**src/rtl/uart_tx_buffered_if.sv**
```systemverilog
// Write-side bus of the buffered UART transmitter: byte strobe in, FIFO status out.
// The producer takes the master modport, the transmitter the slave modport.
interface uart_tx_buffered_if #(
    parameter int DEPTH = 16
);
    localparam int CNT_W = $clog2(DEPTH) + 1;

    logic             wr_en;
    logic [7:0]       wr_data;
    logic             full;
    logic [CNT_W-1:0] count;
    logic             overflow;

    modport master (
        output wr_en,
        output wr_data,
        input  full,
        input  count,
        input  overflow
    );

    modport slave (
        input  wr_en,
        input  wr_data,
        output full,
        output count,
        output overflow
    );
endinterface

```
**src/rtl/uart_tx_buffered.sv**
```systemverilog
// 8N1 UART transmitter fed by a circular FIFO so characters arriving mid-frame are
// queued rather than lost; only writes into a full FIFO are dropped (and flagged).
module uart_tx_buffered #(
    parameter int CLKS_PER_BIT = 10416,
    parameter int DEPTH        = 16
) (
    input  logic              clk,
    input  logic              rst,
    uart_tx_buffered_if.slave wr,
    output logic              tx_serial,
    output logic              tx_active,
    output logic              tx_done
);
    localparam int PTR_W  = $clog2(DEPTH);
    localparam int CNT_W  = PTR_W + 1;
    localparam int BAUD_W = $clog2(CLKS_PER_BIT);

    typedef enum logic [1:0] {
        IDLE,
        START,
        DATA,
        STOP
    } state_t;

    state_t            state;
    state_t            next_state;
    logic [7:0]        mem [DEPTH];
    logic [PTR_W-1:0]  wr_ptr;
    logic [PTR_W-1:0]  rd_ptr;
    logic [CNT_W-1:0]  count;
    logic              overflow;
    logic [7:0]        shift_reg;
    logic [2:0]        bit_cnt;
    logic [BAUD_W-1:0] baud_cnt;
    logic              done_q;
    logic              full;
    logic              push;
    logic              pop;
    logic              bit_tick;

    // full comes from the registered count, so a pop in the same cycle cannot rescue a write
    assign full     = (count == CNT_W'(DEPTH));
    assign push     = wr.wr_en && !full;
    assign pop      = (state == IDLE) && (count != '0);
    assign bit_tick = (baud_cnt == BAUD_W'(CLKS_PER_BIT - 1));

    assign wr.full     = full;
    assign wr.count    = count;
    assign wr.overflow = overflow;

    always_ff @(posedge clk) begin
        if (push) begin
            mem[wr_ptr] <= wr.wr_data;
        end
    end

    always_ff @(posedge clk) begin
        if (rst) begin
            state <= IDLE;
        end else begin
            state <= next_state;
        end
    end

    always_comb begin
        next_state = state;
        case (state)
            IDLE:    if (count != '0) next_state = START;
            START:   if (bit_tick) next_state = DATA;
            DATA:    if (bit_tick && bit_cnt == 3'd7) next_state = STOP;
            STOP:    if (bit_tick) next_state = IDLE;
            default: next_state = IDLE;
        endcase
    end

    always_ff @(posedge clk) begin
        if (rst) begin
            wr_ptr    <= '0;
            rd_ptr    <= '0;
            count     <= '0;
            overflow  <= 1'b0;
            shift_reg <= '0;
            bit_cnt   <= '0;
            baud_cnt  <= '0;
            done_q    <= 1'b0;
        end else begin
            if (push) begin
                wr_ptr <= wr_ptr + PTR_W'(1);
            end
            if (pop) begin
                rd_ptr    <= rd_ptr + PTR_W'(1);
                shift_reg <= mem[rd_ptr];
            end
            case ({push, pop})
                2'b10:   count <= count + CNT_W'(1);
                2'b01:   count <= count - CNT_W'(1);
                default: count <= count;
            endcase
            if (wr.wr_en && full) begin
                overflow <= 1'b1;
            end
            // Registered so the pulse lands in the first IDLE cycle after the stop bit
            done_q <= (state == STOP) && bit_tick;
            if (state == IDLE) begin
                baud_cnt <= '0;
                bit_cnt  <= '0;
            end else begin
                baud_cnt <= bit_tick ? '0 : baud_cnt + BAUD_W'(1);
                if (state == DATA && bit_tick) begin
                    shift_reg <= {1'b0, shift_reg[7:1]};
                    bit_cnt   <= bit_cnt + 3'd1;
                end
            end
        end
    end

    always_comb begin
        tx_serial = 1'b1;
        tx_active = 1'b0;
        case (state)
            START: begin
                tx_serial = 1'b0;
                tx_active = 1'b1;
            end
            DATA: begin
                tx_serial = shift_reg[0];
                tx_active = 1'b1;
            end
            STOP: begin
                tx_serial = 1'b1;
                tx_active = 1'b1;
            end
            default: begin
                tx_serial = 1'b1;
                tx_active = 1'b0;
            end
        endcase
        tx_done = done_q;
    end
endmodule

```
**src/flat_wrapper.sv**
```systemverilog
// flat-port wrapper written by rule: the top's interface ports become plain ports
module uart_tx_buffered_flat 
#(
    parameter int CLKS_PER_BIT = 10416,
    parameter int DEPTH        = 16
)
  (clk, rst, tx_serial, tx_active, tx_done, wr_wr_en, wr_wr_data, wr_full, wr_count, wr_overflow);
  uart_tx_buffered_if #(.DEPTH(DEPTH)) wr_i ();
  input  logic clk;
  input  logic rst;
  output logic tx_serial;
  output logic tx_active;
  output logic tx_done;
  input wire logic [$bits(wr_i.wr_en)-1:0] wr_wr_en;
  input wire logic [$bits(wr_i.wr_data)-1:0] wr_wr_data;
  output wire logic [$bits(wr_i.full)-1:0] wr_full;
  output wire logic [$bits(wr_i.count)-1:0] wr_count;
  output wire logic [$bits(wr_i.overflow)-1:0] wr_overflow;
  assign wr_i.wr_en = wr_wr_en;
  assign wr_i.wr_data = wr_wr_data;
  assign wr_full = wr_i.full;
  assign wr_count = wr_i.count;
  assign wr_overflow = wr_i.overflow;
  uart_tx_buffered #(.CLKS_PER_BIT(CLKS_PER_BIT), .DEPTH(DEPTH)) u_core (.clk(clk), .rst(rst), .wr(wr_i), .tx_serial(tx_serial), .tx_active(tx_active), .tx_done(tx_done));
endmodule
```
**config.mk**
```make
export PLATFORM = sky130hd
export DESIGN_NAME = uart_tx_buffered_flat
export DESIGN_NICKNAME = d
export VERILOG_FILES = /design/src/rtl/uart_tx_buffered_if.sv /design/src/rtl/uart_tx_buffered.sv /design/src/flat_wrapper.sv
export SDC_FILE = /design/constraint.sdc
export NUM_CORES = 1
export LEC_CHECK = 0
export ABC_AREA = 1
export BUFFER_PORTS_ARGS = -buffer_cell sky130_fd_sc_hd__clkbuf_2
export CAP_MARGIN = 20
export CORE_ASPECT_RATIO = 1.1
export CORE_MARGIN = 4
export CORE_UTILIZATION = 41
export DETAILED_ROUTE_END_ITERATION = 6
export HOLD_SLACK_MARGIN = 0.1
export PLACE_DENSITY = 0.57
export RECOVER_POWER = 50
export SYNTH_ARGS = -nofsm -noshare
export SYNTH_HDL_FRONTEND = slang
export SYNTH_SLANG_ARGS = --single-unit
export TNS_END_PERCENT = 20
```
**constraint.sdc**
```tcl
create_clock -name clk -period 3.8 [get_ports clk]
set_input_delay 0.76 -clock clk [delete_from_list [all_inputs] [get_ports clk]]
set_output_delay 0.76 -clock clk [all_outputs]
set_load 0.02 [all_outputs]
```
======== Word level (Yosys, flattened, before mapping) ========
Memories as Yosys holds them, arrays and structs flattened. A register that Yosys moved wholly into a read port is not among the register bits.
Index checks and enable logic that the tools add are counted.
cells by class
  add/subtract/negate cells ............... 6
  mux-type cells .......................... 15
  reductions and logical operators ........ 14
  equality and inequality tests ........... 12
operator list
  kind                                                                count
  8-bit 2-to-1 mux                                                    3
  14-bit by 1-bit adder with 14-bit output, second input constant     1
  14-bit == test, second input constant                               1
  5-bit case mux with 2 select lines                                  1
  4-bit by 1-bit adder with 4-bit output, second input constant       2
  2-bit 2-to-1 mux                                                    4
  4-bit 2-to-1 mux                                                    2
  2-bit by 1-bit != test with 1-bit output, second input constant     4
  2-bit case mux with 4 select lines                                  1
  2-bit == test, second input constant                                3
  1-bit logical AND                                                   6
  3-bit OR reduction                                                  2
  5-bit by 1-bit adder with 5-bit output, second input constant       1
  5-bit == test, second input constant                                1
  5-bit nonzero test                                                  1
  5-bit by 1-bit subtractor with 5-bit output, second input constant  1
  2-bit by 1-bit == test with 1-bit output, second input constant     2
  4-bit AND reduction                                                 1
  3-bit by 1-bit adder with 3-bit output, second input constant       1
  3-bit == test, second input constant                                1
  1-bit 2-to-1 mux                                                    3
  2-bit zero test                                                     1
  1-bit case mux with 2 select lines                                  1
  2-bit nonzero test                                                  1
  other kinds (2)                                                     2
word-level totals
  register bits after elaboration ......... 42
  logic and storage cells ................. 57
  RAM bits ................................ 128
  memories ................................ 1
  bits of input ports ..................... 11
memory list
  name        depth  bits a word  read ports  clocked after Yosys merged registers in  write ports  RTL line                text
  u_core.mem  16     8            1           1                                        1            uart_tx_buffered.sv:27  logic [7:0] mem [DEPTH];

======== Longest topological paths before layout ========
  depth after elaboration ................. 5
  gate-level depth with buffers ........... 16
  gate-level depth less buffers ........... 15

======== Least setup slack after synthesis ========
OpenSTA, ideal clock, no wires.
  path type ............................... reg2reg
  start point ............................. reg u_core.count[1], in the netlist u_core.wr.count[1]
  end point ............................... reg u_core.count[4], in the netlist u_core.wr.count[4]
  required time ........................... 3.729 ns
  arrival time ............................ 2.168 ns
  stages on the path, launching flop included .. 17
  path slack .............................. 1.561 ns
  path through ............................ dfxtp_1 -> inv_1 -> nand4_1 -> nand2_2 -> inv_1 -> buf_6 -> ha_1 -> xor2_1 -> ha_1 -> inv_1 -> nand2_1 -> nand3_1 -> nand2_1 -> nand2_1 -> nand2_1 -> nand2_1 -> a21oi_1
on the way
  word-level cells in the longest chain between the ends .. 5
  elaborated cells between the ends (all ways) .. 11
  classes of those cells .................. add/sub (2); eq/ne (3); mux (1); reduce/logical (5)
RTL lines
  element                                                                           RTL line                text
  start: declaration                                                                uart_tx_buffered.sv:30  logic [CNT_W-1:0] count;
  start signal: assignment                                                          uart_tx_buffered.sv:95  2'b10: count <= count + CNT_W'(1);
  start signal: assignment                                                          uart_tx_buffered.sv:96  2'b01: count <= count - CNT_W'(1);
  start signal: assignment                                                          uart_tx_buffered.sv:97  default: count <= count;
  5-bit == test                                                                     uart_tx_buffered.sv:42  assign full = (count == CNT_W'(DEPTH));
  1-bit zero test                                                                   uart_tx_buffered.sv:43  assign push = wr.wr_en && !full;
  1-bit logical AND                                                                 uart_tx_buffered.sv:43
  2-bit by 1-bit == test with 1-bit output / 2-bit == test (equally long branches)  uart_tx_buffered.sv:94  case ({push, pop})
  5-bit case mux with 2 select lines / 2-bit nonzero test (equally long branches)   -
Parallel ways exist; a longest one is shown, timed or not.
A chain may end at the register's enable or synchronous reset.

======== Worst setup path after layout ========
  start point ............................. reg u_core.state[0]
  end point ............................... reg u_core.count[4], in the netlist u_core.wr.count[4]
on the way
  word-level cells in the longest chain between the ends .. 4
  elaborated cells between the ends (all ways) .. 6
  classes of those cells .................. eq/ne (2); mux (1); reduce/logical (3)
RTL lines
  element                                                                           RTL line                text
  start: declaration                                                                uart_tx_buffered.sv:25  state_t state;
  start signal: assignment                                                          uart_tx_buffered.sv:61  state <= next_state;
  2-bit zero test *                                                                 uart_tx_buffered.sv:44  assign pop = (state == IDLE) && (count != '0);
  1-bit logical AND *                                                               uart_tx_buffered.sv:44
  2-bit by 1-bit == test with 1-bit output / 2-bit == test (equally long branches)  uart_tx_buffered.sv:94
  5-bit case mux with 2 select lines / 2-bit nonzero test (equally long branches)   -
Mark *: on every way between the ends. The rest lies on a longest branch, timed or not.

==> flow_summary.json <==
{
  "syn_to_final_growth_pct": 11.42,
  "die_w_um": 139.2,
  "synth_top_cell_area_share_pct": 49.55,
  "fin_crit_sh_pct": 72.31,
  "yosysWarnings": 0,
  "avgSynthCellArea_um2": 9.380,
  "clk_pin_slew_worst_paths_ns": 0.06,
  "cts_hold_buf": 0,
  "tightest_slew_ns": 1.033,
  "grt_max_degree": 65,
  "synthesis.area_um2": 7757,
  "placed_cells": 1063,
  "place_congestion": 0.8639,
  "cts-root-buf": "clkbuf_16",
  "core_area_um2": 18480,
  "portBuffers": 20,
  "routed_wl_mm": 17.13,
  "grt_remaining_overflow": 0,
  "p_per_area_nw_per_um2": 655.1,
  "syn_nets": 855,
  "initial_core_util_pct": 41.98,
  "outcome": "finished clean",
  "drt-pass1-iter-count": 5,
  "cts_sinks": 174,
  "min_period_ns": 2.748,
  "largest_reg_flops": 128,
  "rsz0062_at_grt": "no",
  "die_h_um": 152.3,
  "syn-instance-count": 827,
  "setup_viol": 0,
  "slew_violations": 0,
  "post_cts_buffers": 0,
  "routedWlPerCell_um": 15.63,
  "cp-start-kind": "register",
  "ios": 21,
  "fin_setup_tns_ns": 0,
  "seq_area_frac_synth_pct": 61.42,
  "hold_viol_final": 0,
  "ys_ff_latch": 174,
  "worstPathRequired_ns": 4.15,
  "cap_viol_max_count": 0,
  "vias_per_cell": 4.808,
  "fin_skew_ns": 0.01028,
  "final_common_cell": "nand2_1",
  "grt_pass1_wl_mm": 27.11,
  "stdcell_count": 1096,
  "vias": 5270,
  "clock.fmax_mhz": 363.9,
  "final_nets": 868,
  "cts.htree.levels": 4,
  "slew_headroom_pct": 31.16,
  "synthTopCellsByArea": "edfxtp_1, dfxtp_1, nand2_1",
  "rows": 52,
  "cts_resized": 0,
  "hold_class": "register to register",
  "yosysTopAreaCell": "edfxtp_1",
  "post-route-util_pct": 46.78,
  "fillCellCount": 1787,
  "diodes": 0,
  "drt-initial-drc-count": 377,
  "clkLatencyLatePin_ns": 0.43,
  "critical_path.endpoint_type": "register",
  "grt_pass1_vias": 5034,
  "p_leak_nw": 3.536,
  "cts_made_buffers": 17,
  "ant_nets": 0,
  "route.detailed.drc": 0,
  "final_layout_size_suffix_gt1_share_pct": 6.800,
  "clk_path_buf_depth": 2,
  "crit_arrival_ns": 3.10,
  "dieArea_um2": 21190,
  "cp_max_fo": 15,
  "ys_types": 33,
  "antenna_found_initial": 0,
  "crit_type": "register to register",
  "peakVddDrop_mv": 0.4778,
  "cts_tree": "yes",
  "grt_use_total_pct": 16.48,
  "final_cell_mix": "nand2_1, edfxtp_1, inv_1, nand3_1, nor2_1",
  "dpl.hpwl_mm": 11.31
}
==> power by group <==
part           internal (mW)  total (mW)  switching [mW]
combinational          0.491        1.64            1.15
sequential              2.16        2.24          0.0795
clock                   1.05        1.78           0.736
total                   3.70        5.66            1.97
==> final cells by class <==
class                   instances  area (µm²)  share of cell area (%)
flip-flops and latches        174        4766                   55.14
inverters                     112       420.4                   4.864
well taps                     243       304.0                   3.518
clock inverters                14       178.9                   2.070
repair buffers                 24       137.6                   1.592
clock buffers                  18       429.2                   4.965
multi-input cells             511        2407                   27.85
==> metrics by stage <==
step           hold slack [ns]  setup WS, ns  total power [mW]  instance area (µm²)
6_report                0.4474         1.052             5.662                 8643
5_1_grt                 0.4725        0.7630             6.017                 8643
4_1_cts                 0.4495         1.168             5.706                 8648
3_5_place_dp            0.4376         1.214             3.927                 8040
3_3_place_gp            0.4319         1.263             3.920                 8040
2_1_floorplan           0.4175         1.561             3.463                 7757
==> kinds of logic (layout without fill, tap and decap cells) <==
group                    count (synthesis)  count (layout)  share of synthesized area (%)
AND/OR/NAND/NOR                        436             436                          24.26
flip-flops                             174             174                          61.42
buffers and inverters                  142             168                          7.290
AO/OA/AOI/OAI                           49              49                          3.274
adder cells (fa/ha/maj)                 17              17                          2.742
XOR/XNOR                                 9               9                          1.016
==> worst paths after layout <==
path / slack [ns] / endpoint / from / cells past startpoint
worst max-delay path: 1.05 / u_core.wr.count[4]$_SDFFE_PP0P_ / u_core.state[0]$_SDFFE_PP0P_ / 15
worst min-delay path: 0.45 / u_core.baud_cnt[0]$_SDFF_PP0_ / u_core.baud_cnt[0]$_SDFF_PP0_ / 1
worst max register to register: 1.05 / u_core.wr.count[4]$_SDFFE_PP0P_ / u_core.state[0]$_SDFFE_PP0P_ / 15
worst min register to register: 0.45 / u_core.baud_cnt[0]$_SDFF_PP0_ / u_core.baud_cnt[0]$_SDFF_PP0_ / 1
==> cells in the mapped netlist <==
master	count
buf_4	1
nand4_1	8
o21ai_1	7
or2_2	1
buf_1	2
a21oi_1	23
nor2_4	1
o211ai_1	1
nand3_1	109
nand4_4	1
nor2_2	4
ha_1	17
and3_1	2
clkbuf_1	14
edfxtp_1	128
inv_1	108
nand3_2	2
buf_2	11
xor2_1	8
nand2_1	228
nor2_1	67
buf_6	2
inv_2	4
o21ai_0	15
xnor2_1	1
nor3_2	2
dfxtp_1	46
nand3b_1	1
a21boi_0	1
nor3_1	6
o21bai_1	1
nand2_2	4
a31oi_1	1
==> worst max-delay path, cell delays in order, from the launching register on <==
cell and delay [ns]:
dfxtp_1 0.34, inv_1 0.11, ha_1 0.23, nand2_1 0.24, inv_1 0.41, ha_1 0.36, xor2_1 0.23, ha_1 0.18
inv_1 0.04, nand2_1 0.09, nand3_1 0.10, nand2_1 0.09, nand2_1 0.05, nand2_1 0.05, nand2_1 0.04, a21oi_1 0.10
==> routing by layer <==
metal  track usage (%)  vias up  part of all wire (%)
met1             22.14     2420                    46
met4             6.104        0                   2.2
met5                 0        -                     0
met2             26.66      103                    48
li1                  -     2727                     -
met3             3.202       20                   3.6
No activity file was read; power rests on OpenSTA's default activity.
